### src/rtl/buffet_seq_pkg.sv
// Shared types and default widths for the buffet read sequencer.
// Optional feature macro used by the top level: BUFFET_SEQ_UPDATE_EN.
package buffet_seq_pkg;

    localparam int DEF_IDX_WIDTH = 8;
    localparam int DEF_CNT_WIDTH = 16;

    typedef enum logic [1:0] {
        ST_IDLE   = 2'd0,
        ST_READ   = 2'd1,
        ST_SHRINK = 2'd2,
        ST_FIN    = 2'd3
    } seq_state_e;

    typedef struct packed {
        logic [DEF_IDX_WIDTH-1:0] window;
        logic [DEF_CNT_WIDTH-1:0] reuse;
        logic [DEF_IDX_WIDTH-1:0] shrink;
        logic [DEF_CNT_WIDTH-1:0] num_tiles;
    } seq_desc_t;

endpackage

### src/rtl/buffet_seq_walk.sv
// Nested index/pass counter for one tile: idx runs 0..window-1, and each
// wrap of idx advances pass through 0..reuse-1.
module buffet_seq_walk
    import buffet_seq_pkg::*;
#(
    parameter int IDX_WIDTH = DEF_IDX_WIDTH,
    parameter int CNT_WIDTH = DEF_CNT_WIDTH
) (
    input  logic                 clk,
    input  logic                 nreset_i,
    input  logic                 clear,
    input  logic                 advance,
    input  logic [IDX_WIDTH-1:0] window,
    input  logic [CNT_WIDTH-1:0] reuse,
    output logic [IDX_WIDTH-1:0] idx,
    output logic [CNT_WIDTH-1:0] pass,
    output logic                 last_idx,
    output logic                 last_pass
);

    // window and reuse are nonzero whenever advance can fire, so the
    // minus-one compares never wrap below zero.
    assign last_idx  = (idx  == (window - IDX_WIDTH'(1)));
    assign last_pass = (pass == (reuse  - CNT_WIDTH'(1)));

    // NOTE: sequential state uses non-blocking assignments only, so every
    // flop samples the pre-edge values regardless of statement order.
    always_ff @(posedge clk) begin
        if (!nreset_i || clear) begin
            idx  <= '0;
            pass <= '0;
        end else if (advance) begin
            if (last_idx) begin
                idx  <= '0;
                pass <= last_pass ? '0 : pass + CNT_WIDTH'(1);
            end else begin
                idx  <= idx + IDX_WIDTH'(1);
            end
        end
    end

endmodule

### src/rtl/buffet_read_sequencer.sv
// Drives the buffet read/shrink request channel from a tile descriptor.
// Define BUFFET_SEQ_UPDATE_EN to add cfg_update and drive read_will_update.
module buffet_read_sequencer
    import buffet_seq_pkg::*;
#(
    parameter int IDX_WIDTH = DEF_IDX_WIDTH,
    parameter int CNT_WIDTH = DEF_CNT_WIDTH
) (
    input  logic                 clk,
    input  logic                 nreset_i,
    input  logic [IDX_WIDTH-1:0] cfg_window,
    input  logic [CNT_WIDTH-1:0] cfg_reuse,
    input  logic [IDX_WIDTH-1:0] cfg_shrink,
    input  logic [CNT_WIDTH-1:0] cfg_num_tiles,
`ifdef BUFFET_SEQ_UPDATE_EN
    input  logic                 cfg_update,
`endif
    input  logic                 cfg_valid,
    output logic                 cfg_ready,
    output logic [IDX_WIDTH-1:0] read_idx,
    output logic                 read_idx_valid,
    input  logic                 read_idx_ready,
    output logic                 read_will_update,
    output logic                 is_shrink,
    output logic                 busy,
    output logic                 done
);

    localparam logic [1:0] S_IDLE   = ST_IDLE;
    localparam logic [1:0] S_READ   = ST_READ;
    localparam logic [1:0] S_SHRINK = ST_SHRINK;
    localparam logic [1:0] S_FIN    = ST_FIN;

    logic [1:0]           state;
    logic [1:0]           state_nxt;
    logic [IDX_WIDTH-1:0] window_q;
    logic [CNT_WIDTH-1:0] reuse_q;
    logic [IDX_WIDTH-1:0] shrink_q;
    logic [CNT_WIDTH-1:0] tiles_q;
    logic [CNT_WIDTH-1:0] tile_cnt;

    logic [IDX_WIDTH-1:0] idx_cnt;
    logic [CNT_WIDTH-1:0] pass_cnt;
    logic                 last_idx;
    logic                 last_pass;

    logic cfg_fire;
    logic req_fire;
    logic desc_empty;
    logic last_tile;
    logic tile_end;

    assign cfg_fire   = cfg_valid & cfg_ready;
    assign req_fire   = read_idx_valid & read_idx_ready;
    assign desc_empty = (cfg_window == '0) || (cfg_reuse == '0) || (cfg_num_tiles == '0);
    assign last_tile  = (tile_cnt == (tiles_q - CNT_WIDTH'(1)));

    // A tile retires on its shrink, or on its final read when no shrink is issued.
    assign tile_end = ((state == S_READ) && req_fire && last_idx && last_pass && (shrink_q == '0))
                   || ((state == S_SHRINK) && req_fire);

    buffet_seq_walk #(
        .IDX_WIDTH (IDX_WIDTH),
        .CNT_WIDTH (CNT_WIDTH)
    ) u_walk (
        .clk       (clk),
        .nreset_i  (nreset_i),
        .clear     (cfg_fire),
        .advance   ((state == S_READ) && req_fire),
        .window    (window_q),
        .reuse     (reuse_q),
        .idx       (idx_cnt),
        .pass      (pass_cnt),
        .last_idx  (last_idx),
        .last_pass (last_pass)
    );

    always_comb begin
        // NOTE: default first so every path assigns state_nxt and no latch is inferred.
        state_nxt = state;
        case (state)
            S_IDLE:   if (cfg_fire) state_nxt = desc_empty ? S_FIN : S_READ;
            S_READ: begin
                if (req_fire && last_idx && last_pass) begin
                    if (shrink_q != '0) state_nxt = S_SHRINK;
                    else                state_nxt = last_tile ? S_FIN : S_READ;
                end
            end
            S_SHRINK: if (req_fire) state_nxt = last_tile ? S_FIN : S_READ;
            default:  state_nxt = S_IDLE;
        endcase
    end

    always_ff @(posedge clk) begin
        if (!nreset_i) begin
            state    <= S_IDLE;
            window_q <= '0;
            reuse_q  <= '0;
            shrink_q <= '0;
            tiles_q  <= '0;
            tile_cnt <= '0;
        end else begin
            state <= state_nxt;
            if (cfg_fire) begin
                window_q <= cfg_window;
                reuse_q  <= cfg_reuse;
                shrink_q <= cfg_shrink;
                tiles_q  <= cfg_num_tiles;
                tile_cnt <= '0;
            end else if (tile_end) begin
                tile_cnt <= tile_cnt + CNT_WIDTH'(1);
            end
        end
    end

`ifdef BUFFET_SEQ_UPDATE_EN
    logic update_q;

    always_ff @(posedge clk) begin
        if (!nreset_i)     update_q <= 1'b0;
        else if (cfg_fire) update_q <= cfg_update;
    end

    // Only the final pass of a tile carries update intent; shrinks never do.
    assign read_will_update = (state == S_READ) && last_pass && update_q;
`else
    assign read_will_update = 1'b0;
`endif

    // Outputs decode straight from state, so they hold steady while stalled.
    assign cfg_ready      = (state == S_IDLE);
    assign busy           = (state != S_IDLE);
    assign done           = (state == S_FIN);
    assign read_idx_valid = (state == S_READ) || (state == S_SHRINK);
    assign is_shrink      = (state == S_SHRINK);
    assign read_idx       = (state == S_SHRINK) ? shrink_q :
                            (state == S_READ)   ? idx_cnt  : '0;

endmodule
### config.mk
export PLATFORM = sky130hd
export DESIGN_NAME = buffet_read_sequencer
export DESIGN_NICKNAME = d
export VERILOG_FILES = /design/src/rtl/buffet_seq_pkg.sv /design/src/rtl/buffet_seq_walk.sv /design/src/rtl/buffet_read_sequencer.sv
export SDC_FILE = /design/constraint.sdc
export NUM_CORES = 1
export LEC_CHECK = 0
export ABC_AREA = 1
export CORE_MARGIN = 2
export CORE_UTILIZATION = 57
export CTS_CLUSTER_DIAMETER = 200
export DETAILED_ROUTE_END_ITERATION = 6
export PLACE_DENSITY = 0.87
export SLEW_MARGIN = 20
export SYNTH_ARGS = -nofsm -noshare
export SYNTH_HDL_FRONTEND = slang
export SYNTH_SLANG_ARGS = --single-unit
### constraint.sdc
create_clock -name clk -period 2.5 [get_ports clk]
set_clock_uncertainty 0.05 [all_clocks]
set_input_delay 0.75 -clock clk [delete_from_list [all_inputs] [get_ports clk]]
set_output_delay 0.75 -clock clk [all_outputs]
set_load 0.01 [all_outputs]
==> results.md, run 1 <==
* Post-CTS Setup Inserts at 0
* Inserted Diodes at 0
* Critical Path AT at 1.69 ns
* Clock power frac at 0.207
* Die ar. at 11000 um2
* Syn Area/Cell at 6.38 um2
* Switching share of power at 0.421
* Vert. Die Dim at 105 um
* Share of cells above drive strength 1 at 0.0916
* Internal at 3.20 mW
* Combinational Power Share at 0.453
* Post-synth EDFFs at 0
* Number of antenna violations at the first check in global routing at 0
* Crit path required time at ~1.7 ns
* Startpoint Class: flip-flop
* Area growth from synthesis to layout at 19.4%
* Final hold vios at 0
* Sequential power share at 0.340
* Path type of the worst min-delay path: reg2reg
* Initial Utilization at 0.592
* DR iter-0 viols at 404
* I/O pin count at 66
* Power, Total at 5.52 mW
* Tcrit/Tclk final at 0.994
* Switching power at 2.32 mW
* Total GRT Usage at 0.287
* Via count at 6114
* Worst skew pair latency at 0.38 ns
* Seq cells post-synth at 90
* Via-to-Cell Ratio at 5.43
* Clock buffer count from CTS at 9
* Max VDD drop at 0.425 mV
* Die Wd at 105 um
* Pleak at 2.84 nW
* Pwr per Cell Area at 796 nW/um2
* # setup viols final at 0
* Mapped cell area at 5810 um2
* RSZ-0062 raised after global routing: yes
* Worst Tran Pin Value at 0.608 ns
* Fmax at 402 MHz
* Ys Warns at 0
* Drt drc at 0
* Max-slew violations at 0
* Number of detailed-route iterations in the first pass at 5
* GR Overflow Total at 0
* CP Capture Type: primary output
* CTS tree: done
* Placer Congestion at roughly 0.98
* Synth Net Count at 973
* Max Cap Viol at 0
* Clk slew on worst S/H paths at around 0.10 ns
* Library cells used by synthesis at 40
* Clock Path Buffers at 2
* Pin count of the biggest net entering global routing at 56
* Synth Instances at 911
* Slew headroom at 0.592
* CP Class: reg2out
* # clock sinks at 90
* Row cnt at 36
* Dpl hpwl at 11500 um
* Detailed Route WL at 15100 um
* First-pass GRT wire length at 26100 um
* Main synth FF type: dfxtp_1
* Status: complete, no violations
* Sequential area share after synthesis at 0.310
* CP Max Fanout at 4
* Final hold slack at 0.418 ns
* Nets@finish at 1050
* Vias in the first global route at 5724
* Port buffer count at 64
* H-Tree Level Count at 3
* Root Buffer Master: clkbuf_8
* Drt wl/cell at about 13 um
* Minimum clock period at about 2.5 ns
* Antenna-violating nets left at 0
* Floorplan core area at between 9000 and 10000 um2
* Post-synth ARST share at 0
## what timing repair did
item | CTS | global route
hold buffers | 0 | 0
resized for setup | 11 | 25
endpoints found under the setup margin | 10 | 29
pin swaps | 0 | 0
## critical path: stages, from the launching register on
cell and delay, ns:
dfxtp_2 0.35, inv_1 0.11, ha_1 0.28, clkdlybuf4s50_1 0.58
## flip-flops by register name, indices dropped and copies added, names as in the netlist
register / count
reuse_q: 16
shrink_q: 8
state: 2
tile_cnt: 16
tiles_q: 16
u_walk.idx: 8
u_walk.pass: 16
window_q: 8
## through the flow
step | util | worst slack, ns | std cells | setup TNS, ns | instance area (um2)
after floorplan | - | 0.382 | 911 | 0 | 5810
after global placement | 0.683 | 0.0647 | 1110 | 0 | 6700
after detailed placement | 0.683 | -0.0191 | 1110 | -0.0191 | 6700
after CTS | 0.705 | 0.0102 | 1126 | 0 | 6920
after global routing | 0.706 | -0.0105 | 1126 | -0.0197 | 6930
final | 0.706 | 0.0138 | 1126 | 0 | 6930
## metal layers
layer  track usage  up-vias  wire (um)  share of wire
met5             0        -          0              0
met4        0.0829        0        268          0.018
met3        0.0599       28       1140          0.075
met2         0.472      221       6970           0.46
met1         0.378     2758       6750           0.45
li1              -     3107          -              -
## power groups by stage
stage / clock (mW) / sequential, mW / combinational [mW]
6_report: 1.14 / 1.88 / 2.50
5_1_grt: 1.21 / 1.91 / 2.83
4_1_cts: 1.15 / 1.87 / 2.46
3_5_place_dp: 0 / 1.90 / 2.44
3_3_place_gp: 0 / 1.89 / 2.39
2_1_floorplan: 0 / 1.85 / 1.81
## path summary, 6_finish.rpt
kind | from | to | slack [ns] | cells past startpoint
worst max-delay path | state[1] | cfg_ready | 0.01 | 3
worst min-delay path | shrink_q[1] | shrink_q[1] | 0.42 | 2
worst max register to register | window_q[0] | u_walk.pass[4] | 0.20 | 14
worst min register to register | shrink_q[1] | shrink_q[1] | 0.42 | 2
## cells in the mapped netlist, drive strengths merged (7+ instances only)
cell,n,share of area
nor3,23,0.020
xor2,35,0.053
buf,7,0.010
nor2,142,0.10
dfxtp,90,0.31
nand4,12,0.013
nand2,214,0.14
nor4,14,0.015
xnor2,16,0.024
a21oi,66,0.059
clkbuf,17,0.011
nand3,73,0.069
ha,10,0.022
o21ai,69,0.060
inv,104,0.067
## layout by cell type (no fill, tap or decap), types with 3 or more instances in the layout
cell type	count
nand3_1	66
clkbuf_2	5
xnor2_1	16
nor3_1	23
inv_1	100
ha_1	9
clkdlybuf4s50_1	53
nand2_1	207
nand3b_1	6
nor2_1	126
nor2_2	11
nor2_4	4
inv_2	3
nand2_2	5
o21ai_1	4
buf_4	24
xor2_1	35
a21oi_1	62
dfxtp_1	88
clkbuf_8	10
a21oi_2	4
nand3_2	7
o21ai_0	64
nor4_1	14
nand4_1	12
## kinds of logic after synthesis
logic type               Yosys count  synth area share
AO/OA/AOI/OAI                    140             0.126
XOR/XNOR                          51            0.0769
adder cells (fa/ha/maj)           10            0.0215
buffers and inverters            129            0.0892
flip-flops                        90             0.310
other                              1          0.000646
AND/OR/NAND/NOR                  490             0.376
## area by class of cell
| type | count | area [um2] |
|---|---|---|
| clock buffer | 10 | 138 |
| clock inverter | 6 | 90.1 |
| fill | 836 | 2890 |
| inverter | 105 | 397 |
| multi-input combinational | 692 | 3510 |
| sequential | 90 | 1800 |
| tap | 133 | 166 |
| timing repair buffer | 90 | 830 |
Note: power is estimated with default switching activity, not from simulation.
==> run 2, diff against run 1 <==
CORE_ASPECT_RATIO = 1.5   (was not set)
==> results.md, run 2 (synthesis gave the netlist of run 1 again) <==
* Status: complete, no violations
* Number of antenna violations at the first check in global routing at 0 (unchanged)
* CP Capture Type: primary output
* First-pass GRT wire length at 25900 um (-0.58%)
* Die Wd at 86.4 um (-18%)
* Initial Utilization at 0.580 (-0.0120)
* # setup viols final at 0 (unchanged)
* H-Tree Level Count at 3 (unchanged)
* Max Cap Viol at 0 (unchanged)
* Clock buffer count from CTS at 9 (unchanged)
* Worst Tran Pin Value at 0.789 ns (+0.181 ns)
* CTS tree: done
* CP Max Fanout at 5 (+1)
* Post-CTS Setup Inserts at 0 (unchanged)
* Drt drc at 0 (unchanged)
* Total GRT Usage at 0.295 (+0.00818)
* Antenna-violating nets left at 0 (unchanged)
* Port buffer count at 64 (unchanged)
* Final hold vios at 0 (unchanged)
* Area of the multi-input gates at 3530 um2 (+0.71%)
* GR Overflow Total at 0 (unchanged)
* # clock sinks at 90 (unchanged)
* Nets@finish at 1052 (+0.19%)
* Slowest-stage cell, CP: dfxtp_2
* Dpl hpwl at 12200 um (+6.6%)
* Cell chain of the critical path: inv_1 > ha_1 > buf_4 > o21ai_0 > clkdlybuf4s15_2
* Number of detailed-route iterations in the first pass at 5 (unchanged)
* Largest stage delay, worst path at 0.36 ns (-0.22 ns)
* Pin count of the biggest net entering global routing at 82 (+46%)
* Commonest cells after routing, fill and taps aside: nand2_1 (207), nor2_1 (125), inv_1 (100), dfxtp_1 (89), o21ai_0 (65)
* Worst skew pair latency at 0.35 ns (-0.03 ns)
* Via count at 6217 (+1.7%)
* Vert. Die Dim at 128 um (+22%)
* Fmax at 405 MHz (+0.78%)
* Max VDD drop at 0.449 mV (+5.5%)
* Die ar. at 11000 um2 (+0.15%)
* Reg area at 1800 um2 (about the same)
* Dpl cells at 1096 (-1.3%)
* Critical Path AT at 1.67 ns (-0.02 ns)
* Buf+Inv Stages, Crit Path at 3 (+1)
* Fin Setup TNS at 0 ns (unchanged)
* Clock Path Buffers at 2 (unchanged)
* DR iter-0 viols at 363 (-10%)
* Minimum clock period at 2.47 ns (-0.0192 ns)
* Final std cells w/o fill at 1112 (-1.2%)
* Startpoint Class: flip-flop
* Floorplan core area at 10000 um2 (+2.1%)
* Via-to-Cell Ratio at 5.59 (+3.0%)
* Crit path max-delay family: buffers and inverters
* Max-slew violations at 0 (unchanged)
* Vias in the first global route at 5700 (-0.42%)
* Pwr per Cell Area at 825 nW/um2 (+3.7%)
* Share of cells above drive strength 1 at 0.0945 (+0.00283)
* Detailed Route WL at 16200 um (+7.0%)
* Crit path required time at 1.70 ns (about the same)
* Pleak at 2.90 nW (+2.3%)
* Row cnt at 45 (+25%)
* Drt wl/cell at 14.6 um (+8.3%)
* Root Buffer Master: clkbuf_16
* Inserted Diodes at 0 (unchanged)
* CP Class: reg2out
* Tcrit/Tclk final at 0.987 (-0.00767)
* I/O pin count at 66 (unchanged)
* Fillers at 831 (-0.60%)
* Area growth from synthesis to layout at 21.4%
* Path type of the worst min-delay path: reg2reg
* Clk slew on worst S/H paths at 0.07 ns (-0.03 ns)
* Slew headroom at 0.470 (-0.122)
* Commonest non-fill, non-tap cell in the layout: nand2_1
* Placer Congestion at 0.968 (-1.5%)
-- run 2: what timing repair did --
item                                    in CTS  in global routing
resized for setup                           14                 15
endpoints found under the setup margin       9                 48
hold buffers                                 0                  0
-- run 2: layer usage --
layer  vias up  track usage  part of all wire
met4         0        0.129             0.037
met1      2858        0.312              0.38
met2       209        0.564              0.54
met3        46       0.0388             0.048
li1       3104            -                 -
met5         -            0                 0
-- run 2: power by group --
part	internal, mW	switching [mW]	leakage [nW]
registers	1.66	0.232	0.737
clock network	0.758	0.575	0.146
logic	0.971	1.63	2.02
total	3.39	2.43	2.90
-- run 2: cell type report --
type | count | share of cell area
well taps | 117 | 0.0208
clock inverters | 3 | 0.00319
inverters | 105 | 0.0562
clock buffers | 13 | 0.0383
flip-flops and latches | 90 | 0.256
repair buffers | 92 | 0.125
multi-input cells | 692 | 0.501
-- run 2: tightest hold or removal path: cells and delay by family, from the launching register on --
family | cells | cell delay (ns)
compound gates | 1 | 0.05
buf+inv | 1 | 0.06
flops | 1 | 0.31
-- run 2: through the flow --
stage | hold WS (ns) | area, um2 | worst slack (ns) | util | power (mW)
after CTS | 0.426 | 7010 | 0.00451 | 0.699 | 5.74
after floorplan | 0.389 | 5810 | 0.382 | - | 3.66
after global placement | 0.409 | 6720 | -0.0334 | 0.671 | 4.35
final | 0.422 | 7050 | 0.0329 | 0.704 | 5.82
after detailed placement | 0.416 | 6720 | 0.00320 | 0.671 | 4.41
after global routing | 0.455 | 7050 | -0.0281 | 0.704 | 6.22
-- run 2: worst paths after layout --
kind | from | endpoint | slack [ns] | depth (start not counted)
setup reg to reg | reuse_q[0] | tile_cnt[10] | 0.20 | 16
setup / recovery | state[0] | read_idx[6] | 0.03 | 5
hold / removal | shrink_q[7] | shrink_q[7] | 0.42 | 2
hold reg to reg | shrink_q[7] | shrink_q[7] | 0.42 | 2
